===== src/rtl/entrada_numerica_pkg.sv =====
// Shared definitions for the keypad entry stage: key codes, debounce FSM states
// and the BCD-to-binary helper.
package entrada_numerica_pkg;

  localparam logic [4:0] TECLA_NINGUNA = 5'd16;
  localparam logic [4:0] TECLA_FALLA   = 5'd17;
  localparam logic [3:0] TECLA_BORRAR  = 4'hA;
  localparam logic [3:0] TECLA_LIMPIAR = 4'hE;
  localparam logic [3:0] TECLA_ENTER   = 4'hF;

  typedef enum logic [1:0] {
    REPOSO    = 2'd0,
    VALIDANDO = 2'd1,
    SOLTAR    = 2'd2
  } estado_t;

  // Three-digit decimal to binary; 999 fits in 10 bits, so no saturation.
  function automatic logic [9:0] bcd_a_binario(input logic [3:0] c,
                                               input logic [3:0] d,
                                               input logic [3:0] u);
    return ({6'd0, c} * 10'd100) + ({6'd0, d} * 10'd10) + {6'd0, u};
  endfunction

endpackage


===== src/rtl/entrada_numerica_antirrebote_tecla.sv =====
// Debouncer for the scanned key code: accepts a press after DEBOUNCE identical
// samples and blocks new keys until DEBOUNCE consecutive no-key samples are seen.
module antirrebote_tecla
  import entrada_numerica_pkg::*;
#(
  parameter int DEBOUNCE = 3
) (
  input  logic       clk,
  input  logic       rst,
  input  logic [4:0] tecla,
  output logic       tecla_ok,
  output logic [3:0] codigo
);

  localparam logic [4:0] DEB = 5'(DEBOUNCE);

  estado_t    state_r, state_s;
  logic [3:0] cand_r, cand_s;
  logic [3:0] cnt_r, cnt_s;
  logic       hay_tecla_s;
  logic [4:0] cnt_mas_s;
  logic       fin_s;

  // Codes 16..31 (no key, scan fault) all read as "nothing pressed".
  assign hay_tecla_s = (tecla[4] == 1'b0);
  assign cnt_mas_s   = {1'b0, cnt_r} + 5'd1;
  assign fin_s       = (cnt_mas_s == DEB);
  assign codigo      = cand_r;

  // State, candidate and stability counter registers.
  always_ff @(posedge clk or posedge rst) begin
    if (rst) begin
      state_r <= REPOSO;
      cand_r  <= 4'd0;
      cnt_r   <= 4'd0;
    end else begin
      state_r <= state_s;
      cand_r  <= cand_s;
      cnt_r   <= cnt_s;
    end
  end

  // Next-state logic; tecla_ok fires on the edge the press is accepted.
  always_comb begin
    state_s  = state_r;
    cand_s   = cand_r;
    cnt_s    = cnt_r;
    tecla_ok = 1'b0;
    case (state_r)
      REPOSO: begin
        if (hay_tecla_s) begin
          cand_s  = tecla[3:0];
          cnt_s   = 4'd1;
          state_s = VALIDANDO;
        end else begin
          cnt_s = 4'd0;
        end
      end
      VALIDANDO: begin
        if (!hay_tecla_s) begin
          cnt_s   = 4'd0;
          state_s = REPOSO;
        end else if (tecla[3:0] != cand_r) begin
          cand_s = tecla[3:0];
          cnt_s  = 4'd1;
        end else if (fin_s) begin
          tecla_ok = 1'b1;
          cnt_s    = 4'd0;
          state_s  = SOLTAR;
        end else begin
          cnt_s = cnt_mas_s[3:0];
        end
      end
      SOLTAR: begin
        if (hay_tecla_s) begin
          cnt_s = 4'd0;
        end else if (fin_s) begin
          cnt_s   = 4'd0;
          state_s = REPOSO;
        end else begin
          cnt_s = cnt_mas_s[3:0];
        end
      end
      default: begin
        cnt_s   = 4'd0;
        state_s = REPOSO;
      end
    endcase
  end

endmodule


===== src/rtl/entrada_numerica.sv =====
// Keypad entry stage: debounced keys edit a 3-digit BCD buffer; enter publishes
// the value in binary with a one-cycle strobe.
module entrada_numerica
  import entrada_numerica_pkg::*;
#(
  parameter int DEBOUNCE = 3
) (
  input  logic       clk,
  input  logic       rst,
  input  logic [4:0] tecla,
  output logic [3:0] bcd2,
  output logic [3:0] bcd1,
  output logic [3:0] bcd0,
  output logic [1:0] num_dig,
  output logic [9:0] valor,
  output logic       valor_valido,
  output logic       error
);

  logic       tecla_ok_s;
  logic [3:0] codigo_s;

  logic [3:0] bcd2_r, bcd1_r, bcd0_r, bcd2_s, bcd1_s, bcd0_s;
  logic [1:0] num_dig_r, num_dig_s;
  logic [9:0] valor_r, valor_s;
  logic       valido_r, valido_s;
  logic       error_r, error_s;

  antirrebote_tecla #(.DEBOUNCE(DEBOUNCE)) u_antirrebote (
    .clk      (clk),
    .rst      (rst),
    .tecla    (tecla),
    .tecla_ok (tecla_ok_s),
    .codigo   (codigo_s)
  );

  // Action decode for the accepted key; acts on the acceptance edge itself.
  always_comb begin
    bcd2_s    = bcd2_r;
    bcd1_s    = bcd1_r;
    bcd0_s    = bcd0_r;
    num_dig_s = num_dig_r;
    valor_s   = valor_r;
    valido_s  = 1'b0;
    error_s   = 1'b0;
    if (tecla_ok_s) begin
      case (codigo_s)
        4'd0, 4'd1, 4'd2, 4'd3, 4'd4, 4'd5, 4'd6, 4'd7, 4'd8, 4'd9: begin
          if (num_dig_r != 2'd3) begin
            bcd2_s    = bcd1_r;
            bcd1_s    = bcd0_r;
            bcd0_s    = codigo_s;
            num_dig_s = num_dig_r + 2'd1;
          end else begin
            num_dig_s = num_dig_r;
          end
        end
        TECLA_BORRAR: begin
          if (num_dig_r != 2'd0) begin
            bcd0_s    = bcd1_r;
            bcd1_s    = bcd2_r;
            bcd2_s    = 4'd0;
            num_dig_s = num_dig_r - 2'd1;
          end else begin
            num_dig_s = num_dig_r;
          end
        end
        TECLA_LIMPIAR: begin
          bcd2_s    = 4'd0;
          bcd1_s    = 4'd0;
          bcd0_s    = 4'd0;
          num_dig_s = 2'd0;
        end
        TECLA_ENTER: begin
          if (num_dig_r != 2'd0) begin
            valor_s   = bcd_a_binario(bcd2_r, bcd1_r, bcd0_r);
            valido_s  = 1'b1;
            bcd2_s    = 4'd0;
            bcd1_s    = 4'd0;
            bcd0_s    = 4'd0;
            num_dig_s = 2'd0;
          end else begin
            error_s = 1'b1;
          end
        end
        default: begin
          num_dig_s = num_dig_r;
        end
      endcase
    end else begin
      num_dig_s = num_dig_r;
    end
  end

  // Entry buffer, committed value and strobe registers.
  always_ff @(posedge clk or posedge rst) begin
    if (rst) begin
      bcd2_r    <= 4'd0;
      bcd1_r    <= 4'd0;
      bcd0_r    <= 4'd0;
      num_dig_r <= 2'd0;
      valor_r   <= 10'd0;
      valido_r  <= 1'b0;
      error_r   <= 1'b0;
    end else begin
      bcd2_r    <= bcd2_s;
      bcd1_r    <= bcd1_s;
      bcd0_r    <= bcd0_s;
      num_dig_r <= num_dig_s;
      valor_r   <= valor_s;
      valido_r  <= valido_s;
      error_r   <= error_s;
    end
  end

  assign bcd2         = bcd2_r;
  assign bcd1         = bcd1_r;
  assign bcd0         = bcd0_r;
  assign num_dig      = num_dig_r;
  assign valor        = valor_r;
  assign valor_valido = valido_r;
  assign error        = error_r;

endmodule


===== config.mk =====
export PLATFORM = sky130hd
export DESIGN_NAME = entrada_numerica
export DESIGN_NICKNAME = d
export VERILOG_FILES = /design/src/rtl/entrada_numerica_pkg.sv /design/src/rtl/entrada_numerica_antirrebote_tecla.sv /design/src/rtl/entrada_numerica.sv
export SDC_FILE = /design/constraint.sdc
export NUM_CORES = 1
export LEC_CHECK = 0
export ABC_CLOCK_PERIOD_IN_PS = 6150
export CAP_MARGIN = 0
export CORE_MARGIN = 2
export CORE_UTILIZATION = 59
export CTS_CLUSTER_SIZE = 12
export DETAILED_ROUTE_END_ITERATION = 10
export GPL_ROUTABILITY_DRIVEN = 0
export GPL_TIMING_DRIVEN = 1
export PLACE_DENSITY_LB_ADDON = 0.08
export SKIP_CTS_REPAIR_TIMING = 1
export SLEW_MARGIN = 30
export SYNTH_ARGS = -nofsm -noshare
export SYNTH_HDL_FRONTEND = slang
export SYNTH_SLANG_ARGS = --single-unit

===== constraint.sdc =====
create_clock -name clk -period 6.15 [get_ports clk]
set_input_delay 0.9225 -clock clk [delete_from_list [all_inputs] [get_ports clk]]
set_output_delay 0.9225 -clock clk [all_outputs]
set_load 0.02 [all_outputs]

# ---- Word level (Yosys, flattened, before mapping)
# Index checks and enable logic that the tools add are counted.
dict set report totals {
  regBits 36
  output_inout_bits 26
  wordCells 98
}
dict set report op_classes {
  addsub 5
  multipliers 2
  eq_ne 28
  mux 40
  n_reduce_logical 13
}
# op n
set op_table {}
lappend op_table {{$mux 4} 13}
lappend op_table {{$pmux 4 s4} 2}
lappend op_table {{$pmux 4 s3} 2}
lappend op_table {{$eq 4x4->1 const B} 5}
lappend op_table {{$mux 2} 9}
lappend op_table {{$eq 4x3->1 const B} 4}
lappend op_table {{$ne 2x2->1 const B} 7}
lappend op_table {{$mux 1} 11}
lappend op_table {{$add 10x4->10} 1}
lappend op_table {{$add 10x8->10} 1}
lappend op_table {{$reduce_and 5->1} 2}
lappend op_table {{$reduce_or 10->1} 1}
lappend op_table {{$eq 4x2->1 const B} 2}
lappend op_table {{$mul 4x5->8 const B} 1}
lappend op_table {{$pmux 2 s4} 1}
lappend op_table {{$pmux 4 s2} 1}
lappend op_table {{$reduce_and 4->1} 2}
lappend op_table {{$mul 4x3->7 const B} 1}
lappend op_table {{$ne 2x1->1 const B} 3}
lappend op_table {{$pmux 2 s3} 1}
lappend op_table {{$add 4x1->5 const B} 1}
lappend op_table {{$eq 5x2->1 const B} 1}
lappend op_table {{$eq 4x1->1 const B} 1}
lappend op_table {{$logic_not 4->1} 1}
lappend op_table {{other kinds (13)} 14}

# ---- Depth between registers and ports, before layout
dict set report depth {
  depth_word 7
  ltp_mapped 12
  ltp_nobuf 12
}

# ---- Cells and area by module
# Synthesis repeated with hierarchy kept, for this count alone.
dict set report unflattened {
  hier_cells 223
  area_unflattened_um2 2331.0
}
# mod n_inst cells_each area_per_inst_um2
set modules_own_cells {}
lappend modules_own_cells {entrada_numerica 1 173 1801.7}
lappend modules_own_cells {antirrebote_tecla 1 50 529.3}

# ---- Least setup slack after synthesis
# Ideal clock, no wire load.
dict set report synth_timing {
  path_type {reg-to-reg}
  start {register bcd1_r[1] (netlist: bcd1[1])}
  end {register valor_r[8] (netlist: valor[8])}
  setup_ps 65
  arrival_time_ps 3203
  required_time_ps 6085
  slack_ps 2882
  stages_incl_launch_ff 12
  path_buffers 0
  cell_sequence {dfrtp_1 ha_1 ha_1 fa_1 xor2_1 ha_1 ha_1 o21a_1 o31a_1 or4b_2 nand3_1 mux2_2}
}
dict set report synth_between {
  elab_chain_len 3
}
# item line
set synth_rtl {}
lappend synth_rtl {{start: declaration} entrada_numerica.sv:23} ;# logic [3:0] bcd2_r, bcd1_r, bcd0_r, bcd2_s, bcd1_s, bcd0_s;
lappend synth_rtl {{start signal: assignment} entrada_numerica.sv:107} ;# bcd1_r <= bcd1_s;
lappend synth_rtl {{$mul 4x3->7} entrada_numerica_pkg.sv:21} ;# return ({6'd0, c} * 10'd100) + ({6'd0, d} * 10'd10) + {6'd0, u};
lappend synth_rtl {{$add 10x8->10} entrada_numerica_pkg.sv:21}
lappend synth_rtl {{$add 10x4->10} entrada_numerica_pkg.sv:21}
lappend synth_rtl {{end signal: assignment} entrada_numerica.sv:110} ;# valor_r <= valor_s;
lappend synth_rtl {{end: declaration} entrada_numerica.sv:25} ;# logic [9:0] valor_r, valor_s;
# No other way between the ends.
# A chain may end at the register's enable or synchronous reset.

# ---- Worst setup path after layout
# Ends and elaborated chain as after synthesis.

==> results.sh <==
export IMPL_fin_setup_tns_ns=0
export IMPL_critical_path_buf_inv_count=0
export IMPL_crit_path_cell_trace="ha_1 -> ha_1 -> fa_1 -> xor2_1 -> ha_1 -> ha_1 -> o21a_1 -> o31a_1 -> or4b_2 -> nand3_1 -> mux2_2"
export IMPL_core_area_mm2=0.003971
export IMPL_yosysSeqAreaShare_pct=37.17
export IMPL_grt_antenna_before_repair=0
export IMPL_antennaDiodeCount=0
export IMPL_hp_class="flop to flop"
export IMPL_clkSlewWorstSetupHoldPaths_ns=0.07
export IMPL_hold_viol_final=0
export IMPL_finalCritPeriodShare_pct=55.05
export IMPL_pin_count=33
export IMPL_power_leakage_nw=1.440
export IMPL_syn_inst=218
export IMPL_wl_um=4584
export IMPL_cp_common_cell="ha_1"
export IMPL_clock_skew_ns=0.004252
export IMPL_die_x_um=68.09
export IMPL_dpl_cell_area_mm2=0.002786
export IMPL_dr_total_vias=1726
export IMPL_vias_per_cell=5.659
export IMPL_die_y_um=68.09
export IMPL_startpoint_type="flop"
export IMPL_cpPeakStageDelay_ns=0.61
export IMPL_drv_slew=0
export IMPL_min_period_ns=3.386
export IMPL_cts_tree="yes"
export IMPL_clockBufferDepth=2
export IMPL_clock_fmax_mhz=295.3
export IMPL_htree_levels=2
export IMPL_power_density_mw_per_mm2=172.5
export IMPL_worstSetupPathType="flop to flop"
export IMPL_detail_route_wl_per_cell_um=15.03
export IMPL_fin_area_mm2=0.002894
export IMPL_yosys_warnings=0
export IMPL_drt_iter0_markers=142
export IMPL_status="complete, no violations"
export IMPL_grt_usage_pct=22.18
export IMPL_port_buffers=32
export IMPL_slew_headroom_pct=55.31
export IMPL_cp_arrival_ns=3.61
export IMPL_synth_flop_cell="dfrtp_1"
export IMPL_dieArea_mm2=0.004636
export IMPL_syn_num_nets=255
export IMPL_clock_root_buffer="clkbuf_8"
export IMPL_worst_pin_slew_ns=0.6679
export IMPL_final_core_util_pct=72.87
export IMPL_synth_edf_count=0
export IMPL_seqPwrFrac_pct=49.7
export IMPL_setup_viol=0
export IMPL_grt_pass1_vias=1596
export IMPL_cap_violations=0
export IMPL_pwr_share_comb_pct=9.3
export IMPL_grt_pass1_wl_um=7603
export IMPL_clock_latency_ns=0.28
export IMPL_grt_start_max_net_pins=37
export IMPL_critPathMaxFanout=6
export IMPL_final_nets=291
export IMPL_sw_frac_of_total_pct=23.35
export IMPL_avgSynthCellArea_um2=11.12
export IMPL_cts_inserted_buffers=5
export IMPL_drc=0
export IMPL_vdd_drop_max_v=0.0001323
export IMPL_post_dp_hpwl_um=3312
export IMPL_clkPwrFrac_pct=41.0
export IMPL_syn_to_final_growth_pct=19.41
export IMPL_fp_row_count=23
export IMPL_rsz0062_at_grt="no"
export IMPL_ant_nets=0
export IMPL_synth_cell_types=46
export IMPL_final_cell_mix="dfrtp_1 (36), clkdlybuf4s50_1 (32), ha_1 (25)"
export IMPL_crit_required_ns=6.38
export IMPL_synth_async_sr_flop_share_pct=100.0
export IMPL_layout_commonest_cell="dfrtp_1"
export IMPL_ys_ff_latch=36
export IMPL_grt_overflow=0
export IMPL_cts_sinks=36
export IMPL_p_int_uw=382.6
export IMPL_netlist_area_mm2=0.002424
export IMPL_dr_pass1_iters=4
export IMPL_slowest_stage="or4b_2"
export IMPL_drive_gt1_share_pct=16.08
export IMPL_endpoint_kind="flop"
export IMPL_p_sw_uw=116.5
export IMPL_start_util_pct=61.03
export IMPL_crit_family="adder cells"
cells by family (layout without fill, tap and decap cells):
group           Yosys count  after routing  share of synthesized area (%)
flops                    36             36                          37.17
simple gates             49             49                          11.62
buf+inv                  25             62                          4.543
compound gates           38             38                          11.26
fa+ha+maj                30             30                          17.04
mux                      26             26                          12.55
xor+xnor                 14             14                          5.834
layout make-up:
type | instances | area (um^2)
Clock inverter | 2 | 35.03
Fill cell | 307 | 1077
Clock buffer | 6 | 72.57
Inverter | 20 | 75.07
Tap cell | 50 | 62.56
Timing Repair Buffer | 34 | 335.3
Sequential cell | 36 | 900.9
Multi-Input combinational cell | 157 | 1413
cell usage after synthesis, types with 2 or more instances:
cell | number | area [um^2]
nand3_1 | 8 | 40.04
nor3_1 | 2 | 10.01
nor2b_1 | 5 | 31.28
nor2_1 | 11 | 41.29
dfrtp_1 | 36 | 900.9
nand4_2 | 2 | 25.02
inv_1 | 20 | 75.07
mux2_4 | 5 | 75.07
o21ai_0 | 6 | 30.03
xnor2_1 | 11 | 96.34
xor2_1 | 2 | 17.52
a31oi_1 | 2 | 12.51
a31o_2 | 2 | 17.52
nand2_1 | 11 | 41.29
fa_1 | 5 | 100.1
a22o_1 | 7 | 61.31
buf_6 | 2 | 22.52
mux2i_1 | 6 | 60.06
ha_1 | 25 | 312.8
mux2_2 | 15 | 168.9
clkbuf_1 | 2 | 7.510
a21oi_1 | 9 | 45.04
registers in the layout (all words and copies together) (netlist names):
signal                 flops
num_dig                    2
bcd1                       4
valor_valido               1
valor                     10
u_antirrebote.state_r      2
u_antirrebote.codigo       4
bcd2                       4
u_antirrebote.cnt_r        4
error                      1
bcd0                       4
per-layer routing:
metal | GRT usage (%) | wire length (um) | part of all wire [%] | vias up
met4 | 4.500 | 14 | 0.31 | 0
met1 | 31.00 | 2223 | 48 | 838
met5 | 0 | 0 | 0 | -
li1 | - | - | - | 847
met2 | 35.56 | 2143 | 47 | 39
met3 | 4.934 | 202 | 4.4 | 2
worst paths after layout:
kind,startpoint,end,slack (ns),cells after the start
worst min register to register,valor[0],valor[0],0.50,1
max in group asynchronous,rst,bcd1[1],4.75,3
worst max register to register,bcd1[1],valor[8],2.76,11
worst max-delay path,bcd1[1],valor[8],2.76,11
min in group asynchronous,rst,bcd0[0],1.06,3
worst min-delay path,valor[0],valor[0],0.50,1
through the flow:
step	hold WS [ns]	std cells	worst slack, ns	power [mW]
after floorplan	0.5173	218	2.882	0.2864
after global placement	0.4869	297	2.895	0.2984
after detailed placement	0.4947	297	2.792	0.2990
after CTS	0.5115	305	2.760	0.5043
after global routing	0.5183	305	2.641	0.5199
final	0.5036	305	2.764	0.4991
power by group through the flow:
stage | Clock [mW] | Sequential, mW | Combinational, mW
2_1_floorplan | 0 | 0.248 | 0.0382
3_3_place_gp | 0 | 0.253 | 0.0457
3_5_place_dp | 0 | 0.253 | 0.0463
4_1_cts | 0.209 | 0.248 | 0.0467
5_1_grt | 0.219 | 0.249 | 0.0519
6_report | 0.205 | 0.248 | 0.0463
Note: power is estimated with default switching activity, not from simulation.
